### config.mk
export PLATFORM = sky130hd
export DESIGN_NAME = pipe_stage_reg_flat
export DESIGN_NICKNAME = d
export VERILOG_FILES = /design/src/rtl/pipe_stage_reg_if.sv /design/src/rtl/pipe_stage_reg.sv /design/src/flat_wrapper.sv
export SDC_FILE = /design/constraint.sdc
export NUM_CORES = 1
export LEC_CHECK = 0
export ABC_AREA = 1
export BUFFER_PORTS_ARGS = -buffer_cell sky130_fd_sc_hd__buf_2
export CORE_MARGIN = 10
export CORE_UTILIZATION = 60
export CTS_BUF_LIST = sky130_fd_sc_hd__clkbuf_4
export CTS_CLUSTER_DIAMETER = 50
export DETAILED_ROUTE_END_ITERATION = 12
export MAX_ROUTING_LAYER = met4
export PLACE_DENSITY = 0.88
export SLEW_MARGIN = 20
export SYNTH_ARGS = -nofsm -noshare
export SYNTH_HDL_FRONTEND = slang
export SYNTH_SLANG_ARGS = --single-unit
### constraint.sdc
create_clock -name clk -period 2.35 [get_ports clk]
set_clock_uncertainty 0.1 [all_clocks]
set_input_delay 0.47 -clock clk [delete_from_list [all_inputs] [get_ports clk]]
set_output_delay 0.47 -clock clk [all_outputs]
set_load 0.02 [all_outputs]
### src/rtl/pipe_stage_reg_if.sv
// Handshake bundle for pipe_stage_reg: upstream beat, downstream beat, flush and fill level.
// The slave modport is the pipeline register itself; master is whoever drives it.
interface pipe_stage_reg_if #(
    parameter int DATA_W = 32,
    parameter int CTRL_W = 8
);
    logic              flush;
    logic              in_valid;
    logic              in_ready;
    logic [DATA_W-1:0] in_data;
    logic [CTRL_W-1:0] in_ctrl;
    logic              out_valid;
    logic              out_ready;
    logic [DATA_W-1:0] out_data;
    logic [CTRL_W-1:0] out_ctrl;
    logic [1:0]        occupancy;

    modport master (
        output flush, in_valid, in_data, in_ctrl, out_ready,
        input  in_ready, out_valid, out_data, out_ctrl, occupancy
    );

    modport slave (
        input  flush, in_valid, in_data, in_ctrl, out_ready,
        output in_ready, out_valid, out_data, out_ctrl, occupancy
    );
endinterface

### src/rtl/pipe_stage_reg.sv
// Inter-stage pipeline register with valid/ready handshake, flush and optional skid entry.
// Control payload of any non-valid entry reads as zero so a bubble never commits.
module pipe_stage_reg #(
    parameter int DATA_W = 32,
    parameter int CTRL_W = 8,
    parameter int SKID   = 1
) (
    input  logic            clk,
    input  logic            resetn,
    pipe_stage_reg_if.slave bus
);
    logic              head_valid_reg, head_valid_next;
    logic [DATA_W-1:0] head_data_reg,  head_data_next;
    logic [CTRL_W-1:0] head_ctrl_reg,  head_ctrl_next;
    logic              skid_valid_reg, skid_valid_next;
    logic [DATA_W-1:0] skid_data_reg,  skid_data_next;
    logic [CTRL_W-1:0] skid_ctrl_reg,  skid_ctrl_next;
    logic              ready_reg,      ready_next;

    logic in_ready_int;
    logic accept;
    logic emit;

    // With a skid entry the upstream ready is purely registered; without one it
    // must look through to out_ready so a full head can still stream.
    assign in_ready_int = resetn & ((SKID != 0) ? ready_reg
                                                : (~head_valid_reg | bus.out_ready));
    assign accept = bus.in_valid & in_ready_int;
    assign emit   = head_valid_reg & bus.out_ready;

    always_comb begin
        head_valid_next = head_valid_reg;
        head_data_next  = head_data_reg;
        head_ctrl_next  = head_ctrl_reg;
        skid_valid_next = skid_valid_reg;
        skid_data_next  = skid_data_reg;
        skid_ctrl_next  = skid_ctrl_reg;
        ready_next      = ready_reg;

        if (bus.flush) begin
            head_valid_next = 1'b0;
            head_ctrl_next  = '0;
            skid_valid_next = 1'b0;
            skid_ctrl_next  = '0;
            ready_next      = 1'b1;
        end else if (!head_valid_reg || emit) begin
            // Head slot frees up: the older skid beat has priority over new input.
            if (skid_valid_reg) begin
                head_valid_next = 1'b1;
                head_data_next  = skid_data_reg;
                head_ctrl_next  = skid_ctrl_reg;
                skid_valid_next = 1'b0;
                skid_ctrl_next  = '0;
                ready_next      = 1'b1;
            end else if (accept) begin
                head_valid_next = 1'b1;
                head_data_next  = bus.in_data;
                head_ctrl_next  = bus.in_ctrl;
            end else begin
                head_valid_next = 1'b0;
                head_ctrl_next  = '0;
            end
        end else if (accept && (SKID != 0)) begin
            skid_valid_next = 1'b1;
            skid_data_next  = bus.in_data;
            skid_ctrl_next  = bus.in_ctrl;
            ready_next      = 1'b0;
        end
    end

    always_ff @(posedge clk) begin
        if (!resetn) begin
            head_valid_reg <= 1'b0;
            head_data_reg  <= '0;
            head_ctrl_reg  <= '0;
            skid_valid_reg <= 1'b0;
            skid_data_reg  <= '0;
            skid_ctrl_reg  <= '0;
            ready_reg      <= 1'b1;
        end else begin
            head_valid_reg <= head_valid_next;
            head_data_reg  <= head_data_next;
            head_ctrl_reg  <= head_ctrl_next;
            skid_valid_reg <= skid_valid_next;
            skid_data_reg  <= skid_data_next;
            skid_ctrl_reg  <= skid_ctrl_next;
            ready_reg      <= ready_next;
        end
    end

    assign bus.in_ready  = in_ready_int;
    assign bus.out_valid = head_valid_reg;
    assign bus.out_data  = head_data_reg;
    assign bus.occupancy = {1'b0, head_valid_reg} + {1'b0, skid_valid_reg};

    // Belt-and-braces masking of control by valid on the output side.
    genvar gi;
    generate
        for (gi = 0; gi < CTRL_W; gi++) begin : g_ctrl_gate
            assign bus.out_ctrl[gi] = head_ctrl_reg[gi] & head_valid_reg;
        end
    endgenerate
endmodule
### src/flat_wrapper.sv
// flat-port wrapper written by rule: the top's interface ports become plain ports
module pipe_stage_reg_flat 
#(
    parameter int DATA_W = 32,
    parameter int CTRL_W = 8,
    parameter int SKID   = 1
)
  (clk, resetn, bus_flush, bus_in_valid, bus_in_data, bus_in_ctrl, bus_out_ready, bus_in_ready, bus_out_valid, bus_out_data, bus_out_ctrl, bus_occupancy);
  pipe_stage_reg_if #(.DATA_W(DATA_W), .CTRL_W(CTRL_W)) bus_i ();
  input  logic clk;
  input  logic resetn;
  input wire logic [$bits(bus_i.flush)-1:0] bus_flush;
  input wire logic [$bits(bus_i.in_valid)-1:0] bus_in_valid;
  input wire logic [$bits(bus_i.in_data)-1:0] bus_in_data;
  input wire logic [$bits(bus_i.in_ctrl)-1:0] bus_in_ctrl;
  input wire logic [$bits(bus_i.out_ready)-1:0] bus_out_ready;
  output wire logic [$bits(bus_i.in_ready)-1:0] bus_in_ready;
  output wire logic [$bits(bus_i.out_valid)-1:0] bus_out_valid;
  output wire logic [$bits(bus_i.out_data)-1:0] bus_out_data;
  output wire logic [$bits(bus_i.out_ctrl)-1:0] bus_out_ctrl;
  output wire logic [$bits(bus_i.occupancy)-1:0] bus_occupancy;
  assign bus_i.flush = bus_flush;
  assign bus_i.in_valid = bus_in_valid;
  assign bus_i.in_data = bus_in_data;
  assign bus_i.in_ctrl = bus_in_ctrl;
  assign bus_i.out_ready = bus_out_ready;
  assign bus_in_ready = bus_i.in_ready;
  assign bus_out_valid = bus_i.out_valid;
  assign bus_out_data = bus_i.out_data;
  assign bus_out_ctrl = bus_i.out_ctrl;
  assign bus_occupancy = bus_i.occupancy;
  pipe_stage_reg #(.DATA_W(DATA_W), .CTRL_W(CTRL_W), .SKID(SKID)) u_core (.clk(clk), .resetn(resetn), .bus(bus_i));
endmodule
# Word level (Yosys, flattened, before mapping)
# Cells that the tools add are included.
# Widths: inputs -> output; s select.
[op_classes]
n_mux = 12
n_eq_ne = 1
bitwise_logic = 14
n_addsub = 1
reduce_logical = 9
[op_table]
columns = ["operator", "count"]
rows = [
  ["$mux 32", 2],
  ["$mux 8", 5],
  ["$and 1x1->1", 11],
  ["$reduce_and 3->1", 2],
  ["$mux 1", 5],
  ["$reduce_bool 2->1", 2],
  ["$not 1->1", 3],
  ["$reduce_or 3->1", 1],
  ["$add 1x1->2", 1],
  ["$ne 2x1->1 const B", 1],
  ["$reduce_and 2->1", 1],
  ["$reduce_or 2->1", 1],
  ["$logic_not 1->1", 1],
  ["$logic_or 1x1->1", 1],
]
[word_totals]
wordCells = 44
register_bits = 83

# Logic depth before layout (Yosys ltp)
[depth]
word_depth = 4
depth_mapped = 8

# Worst setup path after synthesis
# No wires, ideal clock.
[synth_path]
path_type = "in2out"
from = "input port resetn"
to = "output port bus_in_ready"
path_stages = 4
arrival_time_ns = 1.124
required_time_ns = 1.780
slack_ns = 0.656
path_cell_list = "buf_2 buf_1 nand2_1 inv_1"
[synth_via]
elab_chain_cells = 1
[synth_rtl]
columns = ["item", "line", "source"]
rows = [
  ["from (decl)", "flat_wrapper.sv:11", "input logic resetn;"],
  ["$and 1x1->1", "pipe_stage_reg.sv:26", "assign in_ready_int = resetn & ((SKID != 0) ? ready_reg"],
  ["to (decl)", "flat_wrapper.sv:17", "output wire logic [$bits(bus_i.in_ready)-1:0] bus_in_ready;"],
]
# Every way passes these cells.

# Final worst setup path
[layout_path]
from = "register u_core.head_valid_reg, in the netlist u_core.bus.out_valid"
to = "output port bus_occupancy[0]"
[layout_via]
elab_chain_cells = 1
[layout_rtl]
columns = ["item", "line", "source"]
rows = [
  ["from (decl)", "pipe_stage_reg.sv:12", "logic head_valid_reg, head_valid_next;"],
  ["from (signal assigned)", "pipe_stage_reg.sv:81", "head_valid_reg <= head_valid_next;"],
  ["$add 1x1->2", "pipe_stage_reg.sv:94", "assign bus.occupancy = {1'b0, head_valid_reg} + {1'b0, skid_valid_reg};"],
  ["to (decl)", "flat_wrapper.sv:21", "output wire logic [$bits(bus_i.occupancy)-1:0] bus_occupancy;"],
]
# Every way passes these cells.

==> Implementation_results.wiki <==
{| class="wikitable"
! Metric !! Value
|-
| Number of vias in the routed layout || 4095
|-
| Total DRC errors in the routed layout || 0
|-
| Unique cell type count in the Yosys netlist || 21
|-
| Setup repair after global routing missed its margin || false
|-
| Die X || between 100 and 150 um
|-
| Cell area after synthesis || 4063 um^2
|-
| Average wire per cell in the routed design || 12.23 um
|-
| Clock-pin slew on the worst setup and hold paths || 120 ps
|-
| Detailed router's first-iteration violation count || between 200 and 250
|-
| Number of placed cells counting well taps || 788
|-
| Worst slew pin tran || between 700 and 800 ps
|-
| Type of destination of the critical path || output port
|-
| Highest-delay cell along the critical path || sky130_fd_sc_hd__dfxtp_1
|-
| Detailed-router iteration count before antenna repair || 5
|-
| Number of vias per cell after detailed routing || 5.106
|-
| Rel. slew slack || a little over half
|-
| Final weighted congestion in routability-driven placement || 0.8652
|-
| Maximum number of pins on one net before global-route repair || 73
|-
| Critical path required time || 1780 ps
|-
| Total setup violations reported at the end of the flow || 0
|-
| Starting density of the core || 62.90%
|-
| Layout cell share with drive strength beyond 1 || around 17%
|-
| Max-slew violations || 0
|-
| F_max || 472.5 MHz
|-
| Synth Net Count || 700
|-
| Outcome || complete, no violations
|-
| GRT Max-Usage Layer || met2
|-
| TritonCTS Buffers || 9
|-
| Met2 Use GR || 34.52%
|-
| Leakage power summed over all cells || 2.622 nW
|-
| Clock insertion delay at the later pin of the skew report || about 420 ps
|-
| Arrival @ worst endpoint || 1550 ps
|-
| # IOs || 89
|-
| Max Root-Sink Buffers || 2
|-
| Total GRT Usage || roughly a fifth
|-
| Post-route setup TNS || 0 ps
|-
| Startpoint type of the worst setup path || register
|-
| Average cell area after synthesis || 6.212 um^2
|-
| Final nets || 768
|-
| Buffer type at the clock tree root || sky130_fd_sc_hd__clkbuf_4
|-
| Cts hold-fix bufs || 0
|-
| First-pass GRT wire length || between 15000 and 20000 um
|-
| Number of standard cells after synthesis || roughly 650
|-
| Count of final hold-check violations || 0
|-
| Wirelength, routed || 9810 um
|-
| Fraction of the yosys area taken by sequential cells || between 40% and 50%
|-
| Share of flip-flops with an asynchronous set or reset after synthesis || 0%
|-
| Worst hold path class || primary input to register
|-
| Post-cts gate resize count || 0
|-
| Share of the clock period used by the worst path after layout || 90.06%
|-
| Htree depth || 3
|-
| EDFF count, synth || 0
|-
| Number of input and output port buffers inserted || 88
|-
| Most frequent standard cell in the layout excluding fill and tap cells || sky130_fd_sc_hd__nor2_1
|-
| PwrDens || between 500 and 600 nW/um^2
|-
| Met3 demand-to-capacity share in global routing || under 10%
|-
| Largest stage delay on the critical path || between 600 and 700 ps
|-
| Critical path class || register to output port
|-
| Number of standard-cell rows in the floorplan || 29
|-
| Filler instances || 592
|-
| P&R area growth vs syn || 13.49%
|-
| Largest fanout on the critical path || 13
|-
| Max IR drop VDD || around 360 uV
|-
| Chain of cells forming the critical path || ha_1 -> buf_2
|-
| TritonCTS clock tree || done
|-
| Final Critical Period || approximately 2100 ps
|-
| Final standard cell count with taps included and fillers excluded || between 800 and 900
|-
| Total global routing overflow || 0
|-
| Number of antenna violations at the first check in global routing || 0
|-
| Commonest non-fill, non-tap cells in the layout || 174 x sky130_fd_sc_hd__nor2_1, 137 x sky130_fd_sc_hd__nand2_1, 88 x sky130_fd_sc_hd__buf_2
|-
| Die Footprint || between 10000 and 15000 um^2
|-
| Via count of the first global-routing pass || 4021
|-
| Number of antenna repair diodes || 0
|-
| Clock sinks || 83
|-
| Postcts setup bufs || 0
|-
| Yosys synthesis warning count || 0
|-
| Area taken by flip-flops and latches || 1663 um^2
|-
| Vertical die dimension || 102.3 um
|-
| Area of the core region || 6459 um^2
|-
| Placed wire-length estimate after detailed placement || 6604 um
|-
| Met1 track demand over resource in global routing || 22.73%
|-
| Multi-input gate area in the final layout || between 1500 and 2000 um^2
|-
| Leading register cell type out of synthesis || sky130_fd_sc_hd__dfxtp_1
|-
| Post-detailed-route count of antenna-violating nets || 0
|-
| Count of state elements after synthesis || 83
|-
| Count of maximum capacitance violations || 0
|}
## logic make-up (layout without fill, tap and decap cells)
logic type                 count (synthesis)  after routing  synth area share (%)
buffers and inverters                    128            199                 13.24
AOI/OAI and AO/OA                         49             49                 6.437
DFF                                       83             83                 40.90
and+or+nand+nor                          393            393                 39.11
adders and majority gates                  1              1                0.3079
## report_power, final
part           leakage [nW]  total [mW]  switching [mW]  internal, mW
combinational          1.88       0.347           0.224         0.123
clock                0.0695       0.772           0.453         0.319
sequential            0.674        1.46          0.0191          1.44
## cells in the mapped netlist, types with 2 or more instances
cell type	instances	area share, %
sky130_fd_sc_hd__nand3_1	75	9.2
sky130_fd_sc_hd__buf_4	2	0.37
sky130_fd_sc_hd__a21oi_1	32	3.9
sky130_fd_sc_hd__buf_6	3	0.83
sky130_fd_sc_hd__clkbuf_1	5	0.46
sky130_fd_sc_hd__nor2_1	174	16
sky130_fd_sc_hd__dfxtp_1	83	41
sky130_fd_sc_hd__buf_2	22	2.7
sky130_fd_sc_hd__nor2_2	4	0.62
sky130_fd_sc_hd__inv_1	85	7.9
sky130_fd_sc_hd__nand2_1	138	13
sky130_fd_sc_hd__buf_1	9	0.83
sky130_fd_sc_hd__o21ai_0	14	1.7
## per-layer routing
layer,share of wire (%),wire length (um)
met1,44,4288
met4,1.5,152
met2,47,4639
met3,7.4,730
met5,0,0
## layout make-up
cell class              instances  share of cell area (%)
clock buffers                  10                   1.628
clock inverters                 4                  0.9498
repair buffers                 98                   11.72
multi-input cells             443                   40.46
flip-flops and latches         83                   36.07
inverters                      87                   7.083
well taps                      77                   2.090
## through the flow
| step | utilization (%) | area [um^2] | setup slack [ps] | total power, mW | hold WS (ps) |
|---|---|---|---|---|---|
| 3_3_place_gp | 69.55 | 4492 | 277.2 | 1.831 | 341.9 |
| 2_1_floorplan | - | 4063 | 656.4 | 1.723 | 326.4 |
| 4_1_cts | 71.39 | 4611 | 203.8 | 2.596 | 179.7 |
| 6_report | 71.39 | 4611 | 233.7 | 2.581 | 183.8 |
| 3_5_place_dp | 69.55 | 4492 | 208.5 | 1.840 | 344.2 |
| 5_1_grt | 71.39 | 4611 | 134.1 | 2.689 | 219.9 |
## worst paths after layout
check / slack [ps] / start / end / depth (start not counted)
max: 230 / u_core.bus.out_valid / bus_occupancy[0] / 2
min: 180 / bus_in_ctrl[5] / u_core.skid_ctrl_reg[5] / 3
min reg2reg: 360 / u_core.head_ctrl_reg[5] / u_core.head_ctrl_reg[5] / 2
max reg2reg: 370 / u_core.bus.out_valid / u_core.skid_ctrl_reg[6] / 6
## worst max-delay path: cells and delay by family (launching register included)
kind	cells	cell delay, ps
buffers and inverters	1	160
flip-flops	1	650
adder cells (fa/ha/maj)	1	310
Power figures use the tool's default switching activity.
